[config.mk]
export PLATFORM = sky130hd
export DESIGN_NAME = csr_counter_read_arbiter
export DESIGN_NICKNAME = d
export VERILOG_FILES = /design/src/rtl/csr_counter_read_arbiter.sv
export SDC_FILE = /design/constraint.sdc
export NUM_CORES = 1
export LEC_CHECK = 0
export BUFFER_PORTS_ARGS = -buffer_cell sky130_fd_sc_hd__clkbuf_2
export CAP_MARGIN = 0
export CORE_MARGIN = 4
export CORE_UTILIZATION = 62
export CTS_CLUSTER_DIAMETER = 80
export DETAILED_ROUTE_END_ITERATION = 6
export HOLD_SLACK_MARGIN = 0.15
export PLACE_DENSITY = 0.86
export SKIP_CTS_REPAIR_TIMING = 1
export SLEW_MARGIN = 10
export SYNTH_ARGS = -nofsm -noshare
export SYNTH_HDL_FRONTEND = slang
export SYNTH_SLANG_ARGS = --single-unit
[constraint.sdc]
create_clock -name clk -period 14.2 [get_ports clk]
set_input_delay 3.55 -clock clk [delete_from_list [all_inputs] [get_ports clk]]
set_output_delay 3.55 -clock clk [all_outputs]
set_load 0.01 [all_outputs]
[src/rtl/csr_counter_read_arbiter.sv]
// Arbitrates the counter CSR read port between CPU half-word reads and atomic 64-bit debug reads.
// Debug reads use HI-LO-HI with bounded retry so a carry between halves is never returned torn.
//   state   | meaning
//   IDLE    | arbitrate, accept one request
//   CPU_ISS | CPU read strobe on the counter port
//   CPU_CAP | capture CPU data, respond next cycle
//   DBG_HI0 | debug: first HI read issued
//   DBG_LO  | debug: LO read issued (first pass captures H0)
//   DBG_HI1 | debug: check HI read issued, LO captured
//   DBG_CHK | compare H1 with H0: respond, retry, or respond with error
module csr_counter_read_arbiter #(
  parameter int MAX_RETRY = 3
) (
  input  logic        clk,
  input  logic        rst,
  input  logic        cpu_req_valid,
  input  logic [1:0]  cpu_req_sel,
  output logic        cpu_req_ready,
  output logic        cpu_rsp_valid,
  output logic [31:0] cpu_rsp_data,
  input  logic        dbg_req_valid,
  input  logic        dbg_req_cnt,
  output logic        dbg_req_ready,
  output logic        dbg_rsp_valid,
  output logic [63:0] dbg_rsp_data,
  output logic        dbg_rsp_err,
  output logic        csr_rd_en,
  output logic [1:0]  csr_rd_sel,
  input  logic [31:0] csr_rd_data
);

  typedef enum logic [2:0] {
    IDLE, CPU_ISS, CPU_CAP, DBG_HI0, DBG_LO, DBG_HI1, DBG_CHK
  } state_t;

  state_t      state;
  logic        last_grant_dbg;
  logic        dbg_cnt;
  logic [3:0]  retry_cnt;
  logic [31:0] hi0;
  logic [31:0] lo;

  // Tie goes to whoever was not granted last.
  assign cpu_req_ready = !rst && (state == IDLE) && cpu_req_valid &&
                         (!dbg_req_valid || last_grant_dbg);
  assign dbg_req_ready = !rst && (state == IDLE) && dbg_req_valid &&
                         (!cpu_req_valid || !last_grant_dbg);

  always_ff @(posedge clk or posedge rst) begin
    if (rst) begin
      state          <= IDLE;
      last_grant_dbg <= 1'b1;
      dbg_cnt        <= 1'b0;
      retry_cnt      <= 4'd0;
      hi0            <= 32'd0;
      lo             <= 32'd0;
      cpu_rsp_valid  <= 1'b0;
      cpu_rsp_data   <= 32'd0;
      dbg_rsp_valid  <= 1'b0;
      dbg_rsp_data   <= 64'd0;
      dbg_rsp_err    <= 1'b0;
      csr_rd_en      <= 1'b0;
      csr_rd_sel     <= 2'b00;
    end else begin
      cpu_rsp_valid <= 1'b0;
      dbg_rsp_valid <= 1'b0;
      case (state)
        IDLE: begin
          if (cpu_req_ready) begin
            state          <= CPU_ISS;
            csr_rd_en      <= 1'b1;
            csr_rd_sel     <= cpu_req_sel;
            last_grant_dbg <= 1'b0;
          end else if (dbg_req_ready) begin
            state          <= DBG_HI0;
            csr_rd_en      <= 1'b1;
            csr_rd_sel     <= {1'b1, dbg_req_cnt};
            dbg_cnt        <= dbg_req_cnt;
            retry_cnt      <= 4'd0;
            last_grant_dbg <= 1'b1;
          end
        end
        CPU_ISS: begin
          csr_rd_en <= 1'b0;
          state     <= CPU_CAP;
        end
        CPU_CAP: begin
          cpu_rsp_valid <= 1'b1;
          cpu_rsp_data  <= csr_rd_data;
          state         <= IDLE;
        end
        DBG_HI0: begin
          csr_rd_sel <= {1'b0, dbg_cnt};
          state      <= DBG_LO;
        end
        DBG_LO: begin
          // On retries H0 was already loaded from the mismatching H1.
          if (retry_cnt == 4'd0) hi0 <= csr_rd_data;
          csr_rd_sel <= {1'b1, dbg_cnt};
          state      <= DBG_HI1;
        end
        DBG_HI1: begin
          lo        <= csr_rd_data;
          csr_rd_en <= 1'b0;
          state     <= DBG_CHK;
        end
        DBG_CHK: begin
          if (csr_rd_data == hi0) begin
            dbg_rsp_valid <= 1'b1;
            dbg_rsp_data  <= {hi0, lo};
            dbg_rsp_err   <= 1'b0;
            state         <= IDLE;
          end else if (retry_cnt < 4'(MAX_RETRY)) begin
            hi0        <= csr_rd_data;
            retry_cnt  <= retry_cnt + 4'd1;
            csr_rd_en  <= 1'b1;
            csr_rd_sel <= {1'b0, dbg_cnt};
            state      <= DBG_LO;
          end else begin
            dbg_rsp_valid <= 1'b1;
            dbg_rsp_data  <= {csr_rd_data, lo};
            dbg_rsp_err   <= 1'b1;
            state         <= IDLE;
          end
        end
        default: state <= IDLE;
      endcase
    end
  end

endmodule

# [Yosys cells after proc, flatten, opt, wreduce, memory -nomap -nowiden]
# Cells that the tools add are included.
[totals] register_bits=175 in_bits=39 output_inout_bits=104 elab_cells=89
[classes] addsub=1 magnitude_cmp=1 eq_ne=14 muxes=33 bitwise=1 reduce_logical=26
[ops] op="$mux 64" count=2
[ops] op="$mux 32" count=3
[ops] op="$pmux 32 s2" count=1
[ops] op="$eq 32x32->1" count=1
[ops] op="$pmux 3 s6" count=1
[ops] op="$mux 4" count=4
[ops] op="$mux 3" count=4
[ops] op="$ne 2x2->1 const B" count=6
[ops] op="$reduce_and 4->1" count=3
[ops] op="$mux 1" count=11
[ops] op="$eq 3x3->1 const B" count=3
[ops] op="$mux 2" count=4
[ops] op="$pmux 2 s4" count=1
[ops] op="$pmux 4 s2" count=1
[ops] op="$eq 3x2->1 const B" count=2
[ops] op="$reduce_bool 2->1" count=3
[ops] op="$logic_and 1x1->1" count=5
[ops] op="$reduce_and 5->1" count=1
[ops] op="$add 4x1->4 const B" count=1
[ops] op="$logic_not 1->1" count=4
[ops] op="$logic_not 4->1" count=1
[ops] op="$lt 4x2->1 const B" count=1
[ops] op="$reduce_and 2->1" count=2
[ops] op="$reduce_bool 4->1" count=1
[ops] op="other kinds (9)" count=10

# [Longest topological paths before layout]
# Gate-level depths: netlist of run 1.
[depth] word_depth=7 ltp_mapped=8 mapped_depth_nobuf=7

# [Least setup slack after synthesis of run 1]
# OpenSTA, ideal clock, no wires.
[synth_timing] kind="input to output" from="in rst" to="out dbg_req_ready" arrival_ns=4.450 required_time_ns=10.650 setup_slack_ns=6.200 path_stages=3 cell_sequence="nor4_1 -> nand3_1 -> inv_1"
[synth_between] elab_chain_len=4
[synth_lines] element="start, declared" line_no="15" source="input logic rst,"
[synth_lines] element="$logic_not 1->1 (no source line)"
[synth_lines] element="$logic_and 1x1->1 (3 in series)" line_no="46" source="assign dbg_req_ready = !rst && (state == IDLE) && dbg_req_valid &&"
[synth_lines] element="end, declared" line_no="23" source="output logic dbg_req_ready,"
# Every way passes these cells.

# [Final worst setup path of run 1]
# Ends and elaborated chain as after synthesis.

==> results_dict.tcl, run 1 <==
set metrics [dict create \
    run_status "finished, final reports clean" \
    synth_seq_area_share_pct 46.13 \
    number_of_iterations_in_the_first_detailed_routing_pass 5 \
    track_usage_pct 30.06 \
    wl_per_cell_um 22.24 \
    critical_path.max_fanout 8 \
    ios 143 \
    floorplan.die.width_um 131.8 \
    internal-power_mw 1.356 \
    clkSlewWorstSetupHoldPaths_ns 0.06 \
    post_synth_num_cell_types 47 \
    post-dp-hpwl_um 15250 \
    fmaxAchievable_mhz 118.1 \
    synth_async_sr_flop_share_pct 100.0 \
    post_layout_nonfiller_instances 1179 \
    postRouteWirelength_um 26220 \
    power.share.switching_pct 36.39 \
    avgViaCountPerCell 7.212 \
    hold_violations 0 \
    clock_insertion_delay_worst_skew_ns 0.43 \
    numCtsBuffers 17 \
    synthesis.area_um2 9495 \
    final_design_instance_area_without_fill_um2 10800 \
    vias 8503 \
    hold-worst-slack_ns 0.4969 \
    worstPathRequired_ns 10.65 \
    setup.worst_path.class "input port to primary output" \
    grt_setup_unrepaired "false" \
    ctsRootBufferMaster "sky130_fd_sc_hd__clkbuf_16" \
    synth_edf_count 0 \
    ys_seq_elements 175 \
    sequentialPowerShare_pct 38.0 \
    drive_above_1_share_pct 28.54 \
    maxCapViolations 0 \
    setup_ws_ns 5.733 \
    power_frac_comb_pct 37.6 \
    finalNetCount 1023 \
    power_density_nw_per_um2 197.3 \
    cts-root-to-sink-buffers 2 \
    placed_cells 1147 \
    port-buffer-count 142 \
    drc 0 \
    layout_commonest_cell "sky130_fd_sc_hd__dfrtp_1" \
    core.rowCount 44 \
    place_ws_ns 5.757 \
    drt.antenna.violating_nets 0 \
    synthToLayoutAreaGrowth_pct 13.77 \
    vdd_drop_max_v 0.0001228 \
    p_switching_mw 0.7757 \
    number_of_antenna_violations_at_the_first_check_in_global_routing 0 \
    layout_common_cells "sky130_fd_sc_hd__dfrtp_1, sky130_fd_sc_hd__clkbuf_2, sky130_fd_sc_hd__nand4_1, sky130_fd_sc_hd__nand3_1" \
    finalWorstPathRequiredPeriod_ns 8.467 \
    gp_routability_congestion 0.7840 \
    synth_fp_nets 955 \
    setup_viol 0 \
    grt_max_degree 97 \
    post_synth.cell_area_avg_um2 10.39 \
    final.setup.tns_ns 0 \
    fin_skew_ns 0.008922 \
    ys.flop_type "sky130_fd_sc_hd__dfrtp_1" \
    fin_util_pct 73.22 \
    reg2reg_setup_slack_ns 11.13 \
    synthesis.yosys.warnings 0 \
    min-delay-path-class "register to register" \
    floorplan_core_area_um2 14750 \
    max-slew-margin-rel_pct 30.69 \
    chipHeight_um 131.8 \
    endpoint_kind "primary output" \
    antenna_cells 0 \
    dr_iter_0_viols 1150 \
    p_leak_nw 4.334 \
    critPathArrivalTime_ns 4.92 \
    initial_utilization_pct 64.36 \
    grt.overflow.total 0 \
    tightestPinTransition_ns 1.040 \
    tritoncts_clock_tree "built" \
    n_fill_cell 1067 \
    post-route-period-util_pct 59.63 \
    critical_path.startpoint_type "input port" \
    report.power.total_mw 2.132 \
    maxSlewViolCount 0 \
    grt_first_pass_wirelength_um 43640 \
    cts.htree.levels 4 \
    placed_cell_area_um2 10150 \
    clock_sinks 175 \
    grt_pass1_vias 8144 \
    synth_cells 914 \
    floorplan.die_area_um2 17360 \
    clock_power_share_pct 24.4 \
]
-- synth_stat cells (6+ instances only) --
library cell / n / area [µm²]
sky130_fd_sc_hd__dfrtp_1: 174 / 4354
sky130_fd_sc_hd__nand3_1: 99 / 495.5
sky130_fd_sc_hd__nand4_1: 98 / 613.1
sky130_fd_sc_hd__clkbuf_1: 69 / 259.0
sky130_fd_sc_hd__a22oi_1: 64 / 480.5
sky130_fd_sc_hd__mux2_2: 64 / 720.7
sky130_fd_sc_hd__o211ai_1: 55 / 412.9
sky130_fd_sc_hd__o2111ai_1: 34 / 297.8
sky130_fd_sc_hd__and3_1: 33 / 206.5
sky130_fd_sc_hd__a311oi_1: 32 / 280.3
sky130_fd_sc_hd__xor2_1: 32 / 280.3
sky130_fd_sc_hd__buf_2: 31 / 155.2
sky130_fd_sc_hd__nor2b_1: 26 / 162.7
sky130_fd_sc_hd__inv_1: 11 / 41.29
sky130_fd_sc_hd__o211ai_2: 10 / 125.1
sky130_fd_sc_hd__a31oi_1: 8 / 50.05
sky130_fd_sc_hd__nand2_1: 8 / 30.03
sky130_fd_sc_hd__nor4_2: 8 / 100.1
sky130_fd_sc_hd__and2b_1: 6 / 45.04
-- power by group through the flow --
| stage | sequential (mW) | combinational (mW) | clock (mW) |
|---|---|---|---|
| floorplan | 0.809 | 0.574 | 0 |
| global placement | 0.801 | 0.768 | 0 |
| detailed placement | 0.815 | 0.791 | 0 |
| CTS | 0.808 | 0.799 | 0.523 |
| global route | 0.837 | 0.876 | 0.545 |
| finish | 0.810 | 0.801 | 0.520 |
-- flip-flops by register name, summed over array words and instances, names as in the netlist, 2 cells and up --
register      cells
csr_rd_sel        2
dbg_rsp_data     64
cpu_rsp_data     32
hi0              32
retry_cnt         4
state             3
lo               32
-- kinds of logic (layout without fill, tap and decap cells) --
logic type	count (synthesis)	after routing	synth area share (%)
simple gates	302	302	19.07
compound gates	218	218	18.43
xor+xnor	32	32	2.952
mux	66	66	7.801
fa+ha+maj	2	2	0.2635
buf+inv	119	200	5.350
flops	175	175	46.13
-- metal layers --
layer / vias up / global-route usage (%) / routed length [µm]
met5: - / 0 / 0
met4: 0 / 8.926 / 478
met3: 51 / 7.290 / 2456
met2: 516 / 45.64 / 12330
met1: 4177 / 43.24 / 10960
li1: 3759 / - / -
-- area by class of cell --
type                    count  area, µm²  share of cell area (%)
multi-input cells         620       4671                   43.24
clock inverters            14      212.7                   1.969
inverters                  11      46.29                  0.4285
repair buffers            157      823.3                   7.621
flip-flops and latches    175       4380                   40.55
well taps                 184      230.2                   2.131
clock buffers              18      439.2                   4.065
-- worst paths after layout --
kind | startpoint | end | depth (start not counted)
max | rst | dbg_req_ready | 5
min | dbg_rsp_err | dbg_rsp_err | 1
min reg2reg | dbg_rsp_err | dbg_rsp_err | 1
max reg2reg | hi0[23] | hi0[11] | 6
max in group asynchronous | rst | dbg_rsp_data[48] | 3
min in group asynchronous | rst | csr_rd_sel[0] | 2
-- critical path: stages --
cell	delay (ns)
sky130_fd_sc_hd__clkbuf_2	0.15
sky130_fd_sc_hd__nor4_1	0.60
sky130_fd_sc_hd__nand3_1	0.37
sky130_fd_sc_hd__inv_1	0.12
sky130_fd_sc_hd__clkbuf_2	0.13
(Power assumes the default switching activity.)
==> inputs of run 2 (changes only) <==
--- a/config.mk
+++ b/config.mk
@@ -5,14 +5,15 @@
 export SDC_FILE = /design/constraint.sdc
 export NUM_CORES = 1
 export LEC_CHECK = 0
+export ABC_AREA = 1
 export BUFFER_PORTS_ARGS = -buffer_cell sky130_fd_sc_hd__clkbuf_2
 export CAP_MARGIN = 0
 export CORE_MARGIN = 4
-export CORE_UTILIZATION = 62
+export CORE_UTILIZATION = 50
 export CTS_CLUSTER_DIAMETER = 80
 export DETAILED_ROUTE_END_ITERATION = 6
 export HOLD_SLACK_MARGIN = 0.15
-export PLACE_DENSITY = 0.86
+export PLACE_DENSITY = 0.76
 export SKIP_CTS_REPAIR_TIMING = 1
 export SLEW_MARGIN = 10
 export SYNTH_ARGS = -nofsm -noshare
==> constraint.sdc (replaced) <==
create_clock -name clk -period 6.8 [get_ports clk]
set_input_delay 1.7 -clock clk [delete_from_list [all_inputs] [get_ports clk]]
set_output_delay 1.7 -clock clk [all_outputs]
set_load 0.01 [all_outputs]
==> run 2 against run 1 <==
Final area shrank 20%. Via count fell by 31%. Largest power group unchanged. Die area is 4.4% lower. Final cell count shrank 1.2%. Sequential cell count is the same. Core utilization fell by 12 points. Largest cell class is now flip-flops and latches.
==> results_dict.tcl, run 2 <==
set metrics [dict create \
    ctsRootBufferMaster "sky130_fd_sc_hd__clkbuf_16" \
    setup_ws_ns 2.545 \
    drive_above_1_share_pct 19.49 \
    synth-compound-area-share_pct 5.452 \
    core.rowCount 43 \
    postRouteWirelength_um 17620 \
    ios 143 \
    synthToLayoutAreaGrowth_pct 18.89 \
    ys.flop_type "sky130_fd_sc_hd__dfrtp_1" \
    initial_utilization_pct 51.78 \
    post_layout_nonfiller_instances 1165 \
    finalWorstPathRequiredPeriod_ns 4.255 \
    synthesis.yosys.warnings 0 \
    clock_insertion_delay_worst_skew_ns 0.43 \
    post_synth_num_cell_types 24 \
    synth_top_area_cell "sky130_fd_sc_hd__dfrtp_1" \
    grt.overflow.total 0 \
    largest-register "dbg_rsp_data" \
    chipHeight_um 128.8 \
    clock_sinks 175 \
    final_design_instance_area_without_fill_um2 8677 \
    muxShareOfSynthArea_pct 0 \
    layout_common_cells "sky130_fd_sc_hd__nand2_1, sky130_fd_sc_hd__dfrtp_1, sky130_fd_sc_hd__clkbuf_2" \
    cts.htree.levels 4 \
    finalNetCount 1013 \
    fin_util_pct 61.56 \
    critPathArrivalTime_ns 2.56 \
    clock_power_share_pct 23.8 \
    grt_first_pass_wirelength_um 29200 \
    fmaxAchievable_mhz 235.0 \
    power.share.switching_pct 36.41 \
    avgViaCountPerCell 5.015 \
    drc 0 \
    synth_cells 845 \
    critical_path.startpoint_type "input port" \
    synth_top_area_share_pct 59.66 \
    setup_viol 0 \
    hold_violations 0 \
    ys_seq_elements 175 \
    internal-power_mw 2.609 \
    antenna_cells 0 \
    endpoint_kind "primary output" \
    post-dp-hpwl_um 11480 \
    cts-root-to-sink-buffers 2 \
    post-synth-top-count-cell "sky130_fd_sc_hd__nand2_1" \
    port-buffer-count 142 \
    max-slew-margin-rel_pct 21.60 \
    report.power.total_mw 4.102 \
    floorplan_core_area_um2 14100 \
    drt.antenna.violating_nets 0 \
    grt_max_degree 70 \
    maxCapViolations 0 \
    floorplan.die_area_um2 16590 \
    tightestPinTransition_ns 1.176 \
    global_route.usage.met3_pct 5.687 \
    hold-worst-slack_ns 0.4704 \
    final.setup.tns_ns 0 \
    synthSimpleGateAreaFrac_pct 25.84 \
    grt_busiest_layer "met2" \
    wl_per_cell_um 15.13 \
    sequentialPowerShare_pct 43.8 \
    post_synth.cell_area_avg_um2 8.637 \
    post-route-period-util_pct 62.58 \
    number_of_iterations_in_the_first_detailed_routing_pass 5 \
    synth_fp_nets 886 \
    fin_skew_ns 0.006679 \
    maxSlewViolCount 0 \
    worstPathRequired_ns 5.10 \
    p_leak_nw 4.694 \
    vdd_drop_max_v 0.0002305 \
    floorplan.die.width_um 128.8 \
    clkSlewWorstSetupHoldPaths_ns 0.06 \
    power_frac_comb_pct 32.4 \
    dr_iter_0_viols 337 \
    numCtsBuffers 17 \
    placed_cells 1133 \
    min-delay-path-class "register to register" \
    synth.area.top_cells "sky130_fd_sc_hd__dfrtp_1, sky130_fd_sc_hd__nand2_1, sky130_fd_sc_hd__o21ai_0, sky130_fd_sc_hd__nand4_1, sky130_fd_sc_hd__inv_1" \
    track_usage_pct 22.50 \
    number_of_antenna_violations_at_the_first_check_in_global_routing 0 \
    gp_routability_congestion 0.8016 \
    synth_seq_area_share_pct 60.02 \
    p_switching_mw 1.494 \
    run_status "finished, final reports clean" \
    critical_path.max_fanout 5 \
    combinational_family_with_the_most_area_after_synthesis "simple AND/OR/NAND/NOR gates" \
    synth_commonest_cells "sky130_fd_sc_hd__nand2_1, sky130_fd_sc_hd__dfrtp_1, sky130_fd_sc_hd__o21ai_0" \
    synth_async_sr_flop_share_pct 100.0 \
    power_density_nw_per_um2 472.8 \
    grt_setup_unrepaired "false" \
    synth_edf_count 0 \
    tritoncts_clock_tree "built" \
    synthesis.area_um2 7298 \
    grt_pass1_vias 5712 \
    largest_register_ffs 64 \
    yosys.area_share.xor_xnor_pct 2.520 \
    vias 5842 \
    layout_commonest_cell "sky130_fd_sc_hd__nand2_1" \
    grt.met2_usage_pct 35.30 \
    setup.worst_path.class "input port to primary output" \
    yosys.area_share.adder_pct 0.3429 \
    grt.met1_usage_pct 31.04 \
    place_ws_ns 2.332 \
    placed_cell_area_um2 8082 \
]
## run 2: changes by cell type in the layout (fill, tap and decap cells not counted), moves of 55 or more
cell,change
sky130_fd_sc_hd__o211ai_1,-55
sky130_fd_sc_hd__nand2_1,+391
sky130_fd_sc_hd__o21ai_0,+71
sky130_fd_sc_hd__nand3_1,-93
sky130_fd_sc_hd__nand4_1,-63
sky130_fd_sc_hd__mux2_2,-64
sky130_fd_sc_hd__a22oi_1,-64
## run 2: final cells by class
cell class              count  area (µm²)
repair buffers            147       748.2
inverters                  59       225.2
clock inverters             9       107.6
well taps                 180       225.2
fillers                  1256        5419
multi-input cells         572        2502
clock buffers              23       488.0
flip-flops and latches    175        4380
## run 2: power groups by stage
stage	logic, mW	registers (mW)	clock network, mW
6_report	1.33	1.80	0.976
3_5_place_dp	1.34	1.81	0
3_3_place_gp	1.31	1.79	0
2_1_floorplan	0.742	1.88	0
5_1_grt	1.53	1.86	1.04
4_1_cts	1.36	1.80	0.989
## run 2: critical path, stage by stage
cell                         delay (ns)
sky130_fd_sc_hd__clkbuf_2          0.10
sky130_fd_sc_hd__clkinvlp_4        0.11
sky130_fd_sc_hd__nand3_1           0.18
sky130_fd_sc_hd__nor2_1            0.27
sky130_fd_sc_hd__clkbuf_2          0.19
## run 2: kinds of logic after synthesis
logic type	count (synthesis)
compound gates	78
fa+ha+maj	2
simple gates	471
xor+xnor	21
buf+inv	98
flops	175
## run 2: path summary, 6_finish.rpt
check | from | end | slack (ns) | cells after the start
worst max register to register | hi0[6] | hi0[6] | 3.75 | 10
worst max-delay path | rst | dbg_req_ready | 2.54 | 5
min in group asynchronous | rst | hi0[24] | 1.50 | 3
worst min register to register | dbg_rsp_data[42] | dbg_rsp_data[42] | 0.47 | 2
max in group asynchronous | rst | dbg_rsp_data[28] | 3.23 | 5
worst min-delay path | dbg_rsp_data[42] | dbg_rsp_data[42] | 0.47 | 2
## run 2: per-layer routing
layer	part of all wire, %	vias to the layer above
met2	47	154
met1	46	2766
li1	-	2898
met5	0	-
met3	5.4	24
met4	1.7	0
==> inputs of run 3 (changes only) <==
--- a/config.mk
+++ b/config.mk
@@ -5,15 +5,15 @@
 export SDC_FILE = /design/constraint.sdc
 export NUM_CORES = 1
 export LEC_CHECK = 0
-export ABC_AREA = 1
+export ABC_AREA = 0
 export BUFFER_PORTS_ARGS = -buffer_cell sky130_fd_sc_hd__clkbuf_2
 export CAP_MARGIN = 0
 export CORE_MARGIN = 4
-export CORE_UTILIZATION = 50
+export CORE_UTILIZATION = 52
 export CTS_CLUSTER_DIAMETER = 80
 export DETAILED_ROUTE_END_ITERATION = 6
 export HOLD_SLACK_MARGIN = 0.15
-export PLACE_DENSITY = 0.76
+export PLACE_DENSITY = 0.77
 export SKIP_CTS_REPAIR_TIMING = 1
 export SLEW_MARGIN = 10
 export SYNTH_ARGS = -nofsm -noshare
==> constraint.sdc (replaced) <==
create_clock -name clk -period 3.7 [get_ports clk]
set_input_delay 0.925 -clock clk [delete_from_list [all_inputs] [get_ports clk]]
set_output_delay 0.925 -clock clk [all_outputs]
set_load 0.01 [all_outputs]
==> run 3 against run 2 <==
Non-clock buffer count is 32 higher. Highest routed layer unchanged. Die area is 23% higher. Global-route usage is 4.7 points higher. Sequential share of layout area is 11 points lower. Largest cell class is now multi-input gates. Register-to-register slack worse by 2.7 ns.
==> results_dict.tcl, run 3 (synthesized netlist as in run 1, its figures left out) <==
set metrics [dict create \
    slowest_delay_ns 0.53 \
    maxCapViolations 0 \
    core.rowCount 49 \
    grt_pass1_vias 8118 \
    numCtsBuffers 17 \
    setup.worst_path.class "register to primary output" \
    worst_hold_path_cells 1 \
    finalNetCount 1045 \
    grt.met1_usage_pct 39.90 \
    critical_path.max_fanout 13 \
    critPathSlowestCell "sky130_fd_sc_hd__dfrtp_1" \
    clock_sinks 175 \
    port-buffer-count 142 \
    max-slew-margin-rel_pct 19.23 \
    wl_per_cell_um 22.31 \
    worstPathRequired_ns 2.77 \
    drive_above_1_share_pct 30.09 \
    fin_util_pct 61.36 \
    final.setup.tns_ns 0 \
    run_status "finished, final reports clean" \
    post-route-period-util_pct 78.10 \
    number_of_antenna_violations_at_the_first_check_in_global_routing 0 \
    grt.met2_usage_pct 41.17 \
    hold_end "dbg_rsp_err" \
    crit-reg2reg-capture "hi0[17]" \
    critical_path.startpoint_type "register" \
    layout_common_cells "sky130_fd_sc_hd__dfrtp_1, sky130_fd_sc_hd__clkbuf_2, sky130_fd_sc_hd__nand4_1, sky130_fd_sc_hd__nand3_1" \
    hold_violations 0 \
    cts.htree.levels 4 \
    largest-register "dbg_rsp_data" \
    maxSlewViolCount 0 \
    grt_first_pass_wirelength_um 44730 \
    worst_setup_path_startpoint "state[1]" \
    track_usage_pct 27.22 \
    grt_busiest_layer "met2" \
    min-delay-path-class "register to register" \
    floorplan_core_area_um2 17960 \
    reg2reg_depth 8 \
    global_route.usage.met3_pct 5.023 \
    p_leak_nw 4.444 \
    grt_setup_unrepaired "false" \
    synthToLayoutAreaGrowth_pct 16.08 \
    avgViaCountPerCell 6.874 \
    critPathArrivalTime_ns 1.96 \
    placed_cell_area_um2 10460 \
    report.power.total_mw 8.030 \
    power_density_nw_per_um2 728.6 \
    layout_commonest_cell "sky130_fd_sc_hd__dfrtp_1" \
    endpoint_kind "primary output" \
    tightestPinTransition_ns 1.211 \
    drc 0 \
    vdd_drop_max_v 0.0004096 \
    largest_register_ffs 64 \
    setup_viol 0 \
    post-dp-hpwl_um 17130 \
    gp_routability_congestion 0.7641 \
    clkSlewWorstSetupHoldPaths_ns 0.06 \
    postRouteWirelength_um 27800 \
    initial_utilization_pct 52.86 \
    crit_buf_inv 3 \
    floorplan.die_area_um2 20490 \
    chipHeight_um 143.1 \
    hp-start "dbg_rsp_err" \
    dr_iter_0_viols 908 \
    drt.antenna.violating_nets 0 \
    tritoncts_clock_tree "built" \
    reg2reg_setup_slack_ns 1.06 \
    crit_family "simple AND/OR/NAND/NOR gates" \
    fmaxAchievable_mhz 346.1 \
    cts-root-to-sink-buffers 2 \
    final_design_instance_area_without_fill_um2 11020 \
    floorplan.die.width_um 143.1 \
    vias 8565 \
    clock_insertion_delay_worst_skew_ns 0.44 \
    ctsRootBufferMaster "sky130_fd_sc_hd__clkbuf_16" \
    ios 143 \
    number_of_iterations_in_the_first_detailed_routing_pass 6 \
    timing.critical_path.cells "nor4_1, buf_4, nand3_1, inv_1, clkbuf_2" \
    grt.overflow.total 0 \
    antenna_cells 0 \
    regToRegStartpoint "retry_cnt[0]" \
    grt_max_degree 101 \
    fin_skew_ns 0.01212 \
    finalWorstPathRequiredPeriod_ns 2.890 \
]
==> run 3: cell count changes in the layout (fill, tap and decap cells not counted), sizes merged, moves of 26 or more <==
cell / previous run / this run
and3: 0 / 33
o211ai: 0 / 65
nand3: 7 / 99
xor2: 0 / 32
a311oi: 0 / 32
buf: 5 / 37
o21ai: 72 / 1
nand2: 401 / 8
o2111ai: 0 / 34
nor2b: 0 / 26
mux2: 0 / 64
inv: 58 / 12
a22oi: 0 / 64
nand4: 35 / 100
==> run 3: layer usage <==
layer	routed length, µm	part of all wire, %
met4	526	1.9
met5	0	0
met1	11810	42
met3	2270	8.2
met2	13200	47
==> run 3: final cells by class <==
cell class / count / area (µm²)
fillers: 1431 / 6942
multi-input cells: 620 / 4671
flip-flops and latches: 175 / 4380
repair buffers: 179 / 1076
clock buffers: 21 / 480.5
well taps: 229 / 286.5
clock inverters: 11 / 82.58
inverters: 11 / 45.04
==> run 3: how the worst max path moves through the flow <==
stage	endpoint	cells after the start
floorplan	cpu_rsp_data[0]	1
finish	dbg_req_ready	5
detailed placement	dbg_rsp_data[43]	7
global route	dbg_req_ready	5
global placement	dbg_rsp_data[47]	7
CTS	dbg_req_ready	5
==> run 3: report_power, final <==
group | switching [mW] | internal [mW] | total [mW]
registers | 0.581 | 2.58 | 3.16
logic | 1.65 | 1.50 | 3.15
clock network | 0.786 | 0.937 | 1.72
total | 3.02 | 5.01 | 8.03
==> run 3: per-stage QoR <==
step           hold slack (ns)  setup WS [ns]  std cells
6_report                0.4977         0.8104       1246
2_1_floorplan           0.4506         0.5372        914
5_1_grt                 0.5173         0.6522       1246
3_3_place_gp            0.4736         0.7053       1214
3_5_place_dp            0.4885         0.6621       1214
4_1_cts                 0.5032         0.7858       1246
